[config.mk]
export PLATFORM = sky130hd
export DESIGN_NAME = keypad_scan_decoder_flat
export DESIGN_NICKNAME = d
export VERILOG_FILES = /design/src/rtl/keypad_pkg.sv /design/src/rtl/keypad_scan_decoder_if.sv /design/src/rtl/keypad_scan_decoder_scan_tick_gen.sv /design/src/rtl/keypad_scan_decoder.sv /design/src/flat_wrapper.sv
export SDC_FILE = /design/constraint.sdc
export NUM_CORES = 1
export LEC_CHECK = 0
export CAP_MARGIN = 30
export CORE_MARGIN = 2
export CORE_UTILIZATION = 35
export CTS_CLUSTER_SIZE = 30
export DETAILED_ROUTE_END_ITERATION = 8
export PLACE_DENSITY_LB_ADDON = 0.1
export SLEW_MARGIN = 20
export SYNTH_ARGS = -nofsm -noshare
export SYNTH_HDL_FRONTEND = slang
export SYNTH_SLANG_ARGS = --single-unit
[constraint.sdc]
create_clock -name clk -period 3.1 [get_ports clk]
set_input_delay 0.31 -clock clk [delete_from_list [all_inputs] [get_ports clk]]
set_output_delay 0.31 -clock clk [all_outputs]
set_load 0.01 [all_outputs]
[src/rtl/keypad_pkg.sv]
// -----------------------------------------------------------------------------
// keypad_pkg
// Shared definitions for the 4x4 matrix keypad scanner:
//   - kp_state_t   : scanner FSM states (IDLE, DEBOUNCE, PRESSED, RELEASE)
//   - KEY_W        : width of the emitted key code
//   - COL_RESET    : column strobe pattern after reset (column 0 driven low)
//   - row_priority : active-low row vector -> index of the lowest low row
//   - col_index    : one-hot active-low column vector -> column index
// -----------------------------------------------------------------------------
package keypad_pkg;

    localparam int KEY_W = 4;
    localparam logic [3:0] COL_RESET = 4'b1110;

    typedef enum logic [1:0] {
        IDLE     = 2'd0,
        DEBOUNCE = 2'd1,
        PRESSED  = 2'd2,
        RELEASE  = 2'd3
    } kp_state_t;

    // Lowest row index wins when several rows are pulled low at once.
    // Returns 0 when no row is low; callers qualify with rs_n != 4'hF.
    function automatic logic [1:0] row_priority(input logic [3:0] row_n);
        logic [1:0] idx;
        idx = 2'd0;
        for (int i = 3; i >= 0; i--) begin
            if (!row_n[i]) begin
                idx = 2'(i);
            end
        end
        return idx;
    endfunction

    // Position of the (single) zero bit in an active-low one-hot strobe.
    function automatic logic [1:0] col_index(input logic [3:0] col_n);
        logic [1:0] idx;
        idx = 2'd0;
        for (int i = 0; i < 4; i++) begin
            if (!col_n[i]) begin
                idx = 2'(i);
            end
        end
        return idx;
    endfunction

endpackage

[src/rtl/keypad_scan_decoder_if.sv]
// -----------------------------------------------------------------------------
// keypad_scan_decoder_if
// Bundles the keypad matrix lines and the decoded key outputs.
//   row_n     : keypad row returns, active-low (keypad -> scanner)
//   col_n     : column strobes, one-hot active-low (scanner -> keypad)
//   key_code  : last accepted key, 4*row + col
//   key_valid : one-cycle pulse whenever key_code is (re)issued
//   key_down  : high while an accepted key is held
// Modports:
//   master : the scanner side (drives strobes and key outputs)
//   slave  : the keypad / consumer side
// -----------------------------------------------------------------------------
interface keypad_scan_decoder_if;
    import keypad_pkg::*;

    logic [3:0]       row_n;
    logic [3:0]       col_n;
    logic [KEY_W-1:0] key_code;
    logic             key_valid;
    logic             key_down;

    modport master (
        input  row_n,
        output col_n,
        output key_code,
        output key_valid,
        output key_down
    );

    modport slave (
        output row_n,
        input  col_n,
        input  key_code,
        input  key_valid,
        input  key_down
    );

endinterface

[src/rtl/keypad_scan_decoder_scan_tick_gen.sv]
// -----------------------------------------------------------------------------
// scan_tick_gen
// Free-running divider 0..SCAN_DIV-1; tick is high for the one clk cycle in
// which the divider sits at its terminal count (i.e. the cycle it wraps).
// Ports:
//   clk   : system clock
//   rst_n : asynchronous active-low reset (divider returns to 0)
//   tick  : one-cycle scan tick
// -----------------------------------------------------------------------------
module scan_tick_gen #(
    parameter int SCAN_DIV = 100000
) (
    input  logic clk,
    input  logic rst_n,
    output logic tick
);

    localparam int DIV_W = (SCAN_DIV > 1) ? $clog2(SCAN_DIV) : 1;
    localparam logic [DIV_W-1:0] DIV_LAST = DIV_W'(SCAN_DIV - 1);

    logic [DIV_W-1:0] div_reg;

    always_ff @(posedge clk or negedge rst_n) begin
        if (!rst_n) begin
            div_reg <= '0;
        end else if (div_reg == DIV_LAST) begin
            div_reg <= '0;
        end else begin
            div_reg <= div_reg + DIV_W'(1);
        end
    end

    assign tick = (div_reg == DIV_LAST);

endmodule

[src/rtl/keypad_scan_decoder.sv]
// -----------------------------------------------------------------------------
// keypad_scan_decoder
// Scans a 4x4 matrix keypad with one-hot active-low column strobes, reads the
// row returns through a 2-flop synchronizer, debounces press and release on
// scan ticks and reports the accepted key as code = 4*row_idx + col_idx.
// Ports:
//   clk   : system clock
//   rst_n : asynchronous active-low reset
//   kp    : keypad_scan_decoder_if.master (row_n in; col_n, key_code,
//           key_valid, key_down out)
// Parameters:
//   SCAN_DIV     : clk cycles per scan tick (>= 4)
//   DEBOUNCE_CNT : agreeing tick samples to accept a press or release (>= 1)
//   REPEAT_TICKS : held ticks between auto-repeat pulses
// Build option:
//   KEY_REPEAT_EN : when defined, a held key re-pulses key_valid every
//                   REPEAT_TICKS ticks; when undefined exactly one key_valid
//                   is issued per debounced press and no repeat counter exists.
// -----------------------------------------------------------------------------
module keypad_scan_decoder
    import keypad_pkg::*;
#(
    parameter int SCAN_DIV     = 100000,
    parameter int DEBOUNCE_CNT = 20,
    parameter int REPEAT_TICKS = 250
) (
    input  logic                  clk,
    input  logic                  rst_n,
    keypad_scan_decoder_if.master kp
);

    localparam int CNT_W = $clog2(DEBOUNCE_CNT + 1);
    localparam logic [CNT_W-1:0] CNT_DONE = CNT_W'(DEBOUNCE_CNT);

    // SCAN_DIV below 4 would let a tick sample rows before the synchronizer
    // has caught up with a column change. Unsupported settings simply park
    // the scanner on column 0 rather than produce bogus keys.
    localparam bit CFG_OK = (SCAN_DIV >= 4) && (DEBOUNCE_CNT >= 1) && (REPEAT_TICKS >= 1);

    // ---------------------------------------------------------------- tick
    logic tick_raw;
    logic tick;

    scan_tick_gen #(
        .SCAN_DIV (SCAN_DIV)
    ) u_scan_tick_gen (
        .clk   (clk),
        .rst_n (rst_n),
        .tick  (tick_raw)
    );

    assign tick = tick_raw & CFG_OK;

    // -------------------------------------------------------- synchronizer
    logic [3:0] sync1_reg;
    logic [3:0] sync2_reg;
    logic [3:0] rs_n;

    always_ff @(posedge clk or negedge rst_n) begin
        if (!rst_n) begin
            sync1_reg <= 4'hF;
            sync2_reg <= 4'hF;
        end else begin
            sync1_reg <= kp.row_n;
            sync2_reg <= sync1_reg;
        end
    end

    assign rs_n = sync2_reg;

    // ----------------------------------------------------------------- FSM
    kp_state_t        state_reg, state_next;
    logic [3:0]       col_reg, col_next;
    logic [3:0]       cand_reg, cand_next;
    logic [CNT_W-1:0] cnt_reg, cnt_next;
    logic [KEY_W-1:0] code_reg, code_next;
    logic             down_reg, down_next;
    logic             valid_reg;
    logic             accept_pulse;
    logic             rep_fire;

    logic             any_low;
    logic [1:0]       row_idx;
    logic [1:0]       col_idx;
    logic [CNT_W-1:0] cnt_inc;
    logic [3:0]       col_rot;

    assign any_low = (rs_n != 4'hF);
    assign row_idx = row_priority(rs_n);
    assign col_idx = col_index(col_reg);
    assign col_rot = {col_reg[2:0], col_reg[3]};
    // Saturating increment keeps the counter in range whatever the width.
    assign cnt_inc = (cnt_reg == CNT_DONE) ? cnt_reg : cnt_reg + CNT_W'(1);

    always_ff @(posedge clk or negedge rst_n) begin
        if (!rst_n) begin
            state_reg <= IDLE;
            col_reg   <= COL_RESET;
            cand_reg  <= '0;
            cnt_reg   <= '0;
            code_reg  <= '0;
            down_reg  <= 1'b0;
            valid_reg <= 1'b0;
        end else begin
            state_reg <= state_next;
            col_reg   <= col_next;
            cand_reg  <= cand_next;
            cnt_reg   <= cnt_next;
            code_reg  <= code_next;
            down_reg  <= down_next;
            valid_reg <= accept_pulse | rep_fire;
        end
    end

    always_comb begin
        state_next   = state_reg;
        col_next     = col_reg;
        cand_next    = cand_reg;
        cnt_next     = cnt_reg;
        code_next    = code_reg;
        down_next    = down_reg;
        accept_pulse = 1'b0;

        if (tick) begin
            unique case (state_reg)
                IDLE: begin
                    if (any_low) begin
                        // Freeze on this column and start qualifying the press.
                        cand_next = {row_idx, col_idx};
                        if (DEBOUNCE_CNT == 1) begin
                            code_next    = {row_idx, col_idx};
                            accept_pulse = 1'b1;
                            down_next    = 1'b1;
                            cnt_next     = '0;
                            state_next   = PRESSED;
                        end else begin
                            cnt_next   = CNT_W'(1);
                            state_next = DEBOUNCE;
                        end
                    end else begin
                        col_next = col_rot;
                    end
                end

                DEBOUNCE: begin
                    if (any_low && (row_idx == cand_reg[3:2])) begin
                        if (cnt_inc >= CNT_DONE) begin
                            code_next    = cand_reg;
                            accept_pulse = 1'b1;
                            down_next    = 1'b1;
                            cnt_next     = '0;
                            state_next   = PRESSED;
                        end else begin
                            cnt_next = cnt_inc;
                        end
                    end else begin
                        // Bounce or a different row: give up and move on to
                        // the next column so a stuck row cannot starve others.
                        cnt_next   = '0;
                        col_next   = col_rot;
                        state_next = IDLE;
                    end
                end

                PRESSED: begin
                    if (!any_low) begin
                        if (DEBOUNCE_CNT == 1) begin
                            down_next  = 1'b0;
                            cnt_next   = '0;
                            col_next   = col_rot;
                            state_next = IDLE;
                        end else begin
                            cnt_next   = CNT_W'(1);
                            state_next = RELEASE;
                        end
                    end
                end

                RELEASE: begin
                    if (!any_low) begin
                        if (cnt_inc >= CNT_DONE) begin
                            down_next  = 1'b0;
                            cnt_next   = '0;
                            col_next   = col_rot;
                            state_next = IDLE;
                        end else begin
                            cnt_next = cnt_inc;
                        end
                    end else begin
                        // Release bounce: key is still held, no new key_valid.
                        cnt_next   = '0;
                        state_next = PRESSED;
                    end
                end

                default: begin
                    state_next = IDLE;
                end
            endcase
        end
    end

    // --------------------------------------------------------- auto-repeat
`ifdef KEY_REPEAT_EN
    localparam int REP_W = $clog2(REPEAT_TICKS + 1);
    localparam logic [REP_W-1:0] REP_DONE = REP_W'(REPEAT_TICKS);

    logic [REP_W-1:0] rep_reg, rep_next;
    logic [REP_W-1:0] rep_inc;
    logic             enter_pressed;

    assign enter_pressed = (state_next == PRESSED) && (state_reg != PRESSED);
    assign rep_inc       = rep_reg + REP_W'(1);

    always_ff @(posedge clk or negedge rst_n) begin
        if (!rst_n) begin
            rep_reg <= '0;
        end else begin
            rep_reg <= rep_next;
        end
    end

    always_comb begin
        rep_next = rep_reg;
        rep_fire = 1'b0;
        if (enter_pressed) begin
            rep_next = '0;
        end else if (tick && (state_reg == PRESSED) && any_low) begin
            if (rep_inc >= REP_DONE) begin
                rep_fire = 1'b1;
                rep_next = '0;
            end else begin
                rep_next = rep_inc;
            end
        end
    end
`else
    assign rep_fire = 1'b0;
`endif

    // ------------------------------------------------------------- outputs
    assign kp.col_n     = col_reg;
    assign kp.key_code  = code_reg;
    assign kp.key_valid = valid_reg;
    assign kp.key_down  = down_reg;

endmodule
[src/flat_wrapper.sv]
// flat-port wrapper written by rule: the top's interface ports become plain ports
module keypad_scan_decoder_flat import keypad_pkg::*;
#(
    parameter int SCAN_DIV     = 100000,
    parameter int DEBOUNCE_CNT = 20,
    parameter int REPEAT_TICKS = 250
)
  (clk, rst_n, kp_row_n, kp_col_n, kp_key_code, kp_key_valid, kp_key_down);
  keypad_scan_decoder_if kp_i ();
  input  logic clk;
  input  logic rst_n;
  input wire logic [$bits(kp_i.row_n)-1:0] kp_row_n;
  output wire logic [$bits(kp_i.col_n)-1:0] kp_col_n;
  output wire logic [$bits(kp_i.key_code)-1:0] kp_key_code;
  output wire logic [$bits(kp_i.key_valid)-1:0] kp_key_valid;
  output wire logic [$bits(kp_i.key_down)-1:0] kp_key_down;
  assign kp_i.row_n = kp_row_n;
  assign kp_col_n = kp_i.col_n;
  assign kp_key_code = kp_i.key_code;
  assign kp_key_valid = kp_i.key_valid;
  assign kp_key_down = kp_i.key_down;
  keypad_scan_decoder #(.SCAN_DIV(SCAN_DIV), .DEBOUNCE_CNT(DEBOUNCE_CNT), .REPEAT_TICKS(REPEAT_TICKS)) u_core (.clk(clk), .rst_n(rst_n), .kp(kp_i));
endmodule
Yosys cells after proc, flatten, opt, wreduce, memory -nomap -nowiden
Cells that the tools add are included.
- eq/ne operators: 17
- reduce and logical (&&, ||, !) cells: 10
- muxes and demuxes: 36
- add/subtract/negate cells: 2
- $lt $le $gt $ge: 1
- operators with widths (kind ; count):
    two-way mux 5 bit ; 6
    two-way mux 2 bit ; 12
    case mux 5 bit (4 select lines) ; 1
    adder 17 x 1 -> 17 bit (second input constant) ; 1
    == test 17 bit (second input constant) ; 1
    two-way mux 17 bit ; 1
    two-way mux 4 bit ; 4
    case mux 4 bit (3 select lines) ; 1
    AND reduction 6 bit ; 2
    two-way mux 1 bit ; 9
    != test 2 x 1 -> 1 bit (second input constant) ; 4
    != test 2 bit (second input constant) ; 4
    case mux 2 bit (4 select lines) ; 1
    AND reduction 3 bit ; 2
    adder 5 x 1 -> 5 bit (second input constant) ; 1
    == test 5 bit (second input constant) ; 1
    >= comparator 5 bit (second input constant) ; 1
    AND reduction 5 bit ; 1
    == test 2 bit (second input constant) ; 2
    != test 4 bit (second input constant) ; 1
    AND reduction 4 bit ; 1
    != test 3 x 1 -> 1 bit (second input constant) ; 1
    != test 3 bit (second input constant) ; 1
    nonzero test 3 bit ; 1
    6 further kinds ; 6
- word-level logic and storage cells: 76
- output and inout port bits: 10
- bits of input ports: 6
- flip-flop bits (word level): 46

Logic depth before layout (Yosys ltp)
- depth after elaboration: 9
- gate-level depth with buffers: 7
- mapped depth without buffers: 7

Modules after synthesis
From an unflattened synthesis, not the netlist that was laid out.
- cells, all modules: 197
- area total of the unflattened synthesis: 2193.4 um^2
- by module, submodules not included (module ; cells each ; area an instance (um^2) ; times used):
    keypad_scan_decoder ; 123 ; 1400.1 ; 1
    scan_tick_gen ; 74 ; 793.3 ; 1

Least setup slack after synthesis
OpenSTA, ideal clock, no wires.
- path kind: register to register
- start point: register u_core.cnt_reg[0]
- end point: register u_core.code_reg[3], in the netlist u_core.kp.key_code[3]
- path buffers: 0
- required time: 2975 ps
- library setup time: 125 ps
- stages on the path, launching flop included: 8
- arrival time: 1652 ps
- slack: 1323 ps
- cell sequence: dfrtp_1 > inv_1 > ha_1 > nor2b_1 > a31oi_2 > a21oi_4 > nand4_4 > mux2_4
- word-level cells in the longest chain between the ends: 4
- elaborated cells on any way between the ends: 5
- those cells by class: add/sub: 1; order compare: 1; eq/ne: 1; mux: 1; reduce/logical: 1
- RTL lines (element ; line ; RTL):
    start, declared ; keypad_scan_decoder.sv:75 ; logic [CNT_W-1:0] cnt_reg, cnt_next;
    start signal, assigned ; keypad_scan_decoder.sv:108 ; cnt_reg <= cnt_next;
    adder 5 x 1 -> 5 bit / == test 5 bit (equally long branches) ; keypad_scan_decoder.sv:93 ; assign cnt_inc = (cnt_reg == CNT_DONE) ? cnt_reg : cnt_reg + CNT_W'(1);
    two-way mux 5 bit * ; keypad_scan_decoder.sv:93 ;
    >= comparator 5 bit * ; keypad_scan_decoder.sv:147 ; if (cnt_inc >= CNT_DONE) begin
    AND reduction 4 bit (no source line) * ; - ;
    end signal, assigned ; keypad_scan_decoder.sv:109 ; code_reg <= code_next;
    end, declared ; keypad_scan_decoder.sv:76 ; logic [KEY_W-1:0] code_reg, code_next;
Every way passes the cells marked *; elsewhere a longest branch is shown, timed or not.
A chain may end at the register's enable or synchronous reset.

Final worst setup path
Ends and elaborated chain as after synthesis.

==> flow_metrics.py <==
metrics = {
    "run_status": {
        "status": "finished clean",
    },
    "setup_path": {
        "critical_path_depth": 7,
        "cpMaxStageDelayCell": "dfrtp_1",
        "reg2reg_setup_slack_ps": 1120,
        "path_cells": "inv_1, ha_1, nor2b_1, a31oi_2, a21oi_4, nand4_4, mux2_4",
        "start_kind": "register",
        "cpLargestDelayFamily": "compound AO/OA/AOI/OAI gates",
        "cp.arrival_ps": 2170,
        "cp_max_fo": 7,
        "max_stage_delay_ps": 420,
        "crit_buf_inv": 1,
        "required_ps": 3290,
        "reg2reg_depth": 7,
        "crit_type": "reg2reg",
        "critPathCaptureType": "register",
    },
    "sta": {
        "hold_viol": 0,
        "finalCritPeriodShare": 0.639,
        "final.min_clock_period_ps": 1980,
        "setup_slack_ps": 1120,
        "rsz0062_at_grt": "false",
        "skew_ps": 9.85,
        "relSlewSlack": 0.643,
        "slew_viol_final": 0,
        "fmax_mhz": 505,
        "finalSetupTns_ps": 0,
        "finalSetupViolCount": 0,
        "worst_slew_pin_slew_ps": 532,
    },
    "synth": {
        "synthFlopType": "dfrtp_1",
        "synth_largest_area_cell": "dfrtp_1",
        "ys_warn_count": 0,
        "postSynthAreaPerCell_sq_um": 11.4,
        "synth_top_area_frac": 0.394,
        "netlist_area_sq_mm": 0.00222,
        "syn_nets": 204,
        "synth_cells": 195,
        "synthTopCellsByArea": "dfrtp_1, dfstp_2, nand2_1",
        "ys_seq_area_frac": 0.524,
        "ys_ff_latch": 46,
        "synth_cell_types": 53,
        "async_flop_share": 1.00,
        "synth_edf_count": 0,
    },
    "floorplanning": {
        "rows": 29,
        "start_util": 0.356,
        "die_area_sq_mm": 0.00701,
        "fp.dieH_um": 83.7,
        "die_x_um": 83.7,
        "ios": 16,
        "core-area_sq_mm": 0.00624,
    },
    "global_routing": {
        "grt_overflow": 0,
        "grt_max_degree": 33,
        "antenna_found_initial": 0,
        "grt_pass1_vias": 1504,
        "grt_pass1_wl_um": 7370,
        "track_usage": 0.130,
    },
    "power_and_ir_drop": {
        "max-vdd-ir-drop_uv": 177,
        "power.leakage_nw": 1.09,
        "cellPowerDensity_mw_per_mm2": 426,
    },
    "routing": {
        "vias": 1500,
        "first_pass_iters": 4,
        "drtIter0Drc": 58,
        "post_drt_wl_per_cell_um": 14.2,
        "drc": 0,
        "viasPerCell": 5.12,
        "routed_wl_um": 4160,
        "ant_nets": 0,
    },
    "finish": {
        "largest_reg_flops": 17,
        "nNetsFinal": 224,
        "area_growth_pct": 16.1,
        "layout-drive-gt1-share": 0.181,
        "final_common_cell": "dfrtp_1",
        "mostFrequentLayoutCells": "dfrtp_1, nand2_1, nor2_1, clkdlybuf4s50_1",
        "antenna_cells": 0,
    },
    "clock_tree": {
        "cts-root-buf": "clkbuf_8",
        "cts_buffer_depth": 2,
        "cts.htree.levels": 2,
        "cts_tree": "built",
        "clkTransAtPathRegs_ps": 90,
        "numCtsBuffers": 5,
        "post_cts_buffers": 0,
        "cts.sinks": 46,
        "insertion_delay_ps": 300,
    },
    "placement": {
        "hpwl_um": 3090,
        "pre_cts_ws_ps": 1100,
        "place_congestion": 0.778,
        "port-buffer-count": 15,
    },
    "hold_path": {
        "min_path_cells": 0,
        "hold_path_class": "reg2reg",
    },
    "job": {
        "cap_violations": 0,
    },
}
==> cell usage after synthesis (all sizes together), types with 2 or more instances <==
| cell | number |
|---|---|
| a21oi | 2 |
| a22o | 4 |
| a31oi | 3 |
| and3 | 2 |
| and4 | 5 |
| and4bb | 3 |
| buf | 2 |
| clkbuf | 2 |
| dfrtp | 35 |
| dfstp | 11 |
| ha | 3 |
| inv | 4 |
| mux2 | 5 |
| nand2 | 21 |
| nand2b | 2 |
| nand3 | 12 |
| nand4 | 5 |
| nor2 | 16 |
| nor2b | 5 |
| nor3 | 7 |
| o21ai | 8 |
| xnor2 | 9 |
| xor2 | 10 |
==> stage by stage <==
step / cell area [sq um] / std cells / hold WS (ps) / total power [mW] / utilization
4_1_cts: 2580 / 293 / 360 / 1.12 / 0.414
3_5_place_dp: 2450 / 284 / 254 / 0.654 / 0.393
6_report: 2580 / 293 / 358 / 1.10 / 0.414
3_3_place_gp: 2430 / 283 / 349 / 0.650 / 0.390
5_1_grt: 2580 / 293 / 365 / 1.15 / 0.414
2_1_floorplan: 2220 / 195 / 14.4 / 0.631 / -
==> routing by layer <==
layer,share of wire,global-route usage,routed length (um),vias up
li1,-,-,-,742
met1,0.53,0.192,2180,733
met2,0.44,0.189,1810,19
met3,0.026,0.0336,109,6
met4,0.013,0.0352,53,0
met5,0,0,0,-
==> worst register-to-register path, cell delays in order (launching register included) <==
cell	delay (ps)
dfrtp_1	420
inv_1	90
ha_1	150
nor2b_1	230
a31oi_2	190
a21oi_4	270
nand4_4	190
mux2_4	340
==> what timing repair did <==
| item | 4_1_cts | 5_1_grt |
|---|---|---|
| endpoints found under the hold margin | 14 | 0 |
| hold buffers | 1 | 0 |
| gates resized for setup | 0 | 0 |
==> path summary, 6_finish.rpt <==
path | startpoint | to
setup / recovery | u_core.cnt_reg[0] | u_core.kp.key_code[3]
hold / removal | u_core.sync1_reg[0] | u_core.rs_n[0]
setup reg to reg | u_core.cnt_reg[0] | u_core.kp.key_code[3]
hold reg to reg | u_core.sync1_reg[0] | u_core.rs_n[0]
max in group asynchronous | rst_n | u_core.sync1_reg[0]
min in group asynchronous | rst_n | u_core.cnt_reg[4]
==> area by class of cell <==
type	instances	area [sq um]
Clock buffer	7	86.3
Clock inverter	1	30.0
Fill cell	603	3660
Inverter	4	15.0
Multi-Input combinational cell	141	1010
Sequential cell	46	1160
Tap cell	77	96.3
Timing Repair Buffer	17	175
==> report_power, final <==
group / leakage, nW / total, mW / internal (mW) / switching, mW
registers: 0.590 / 0.614 / 0.609 / 0.00451
logic: 0.446 / 0.0283 / 0.0111 / 0.0172
clock network: 0.0585 / 0.458 / 0.263 / 0.195
==> cells by family (layout without fill, tap and decap cells) <==
kind of cell	after synthesis	after routing	share of synthesized area
buffers and inverters	8	29	0.0203
xor gates and xnor gates	19	19	0.0782
DFF	46	46	0.524
AOI/OAI and AO/OA	29	29	0.107
muxes	5	5	0.0321
adders and majority gates	3	3	0.0169
and+or+nand+nor	85	85	0.222
Note: power is estimated with default switching activity, not from simulation.
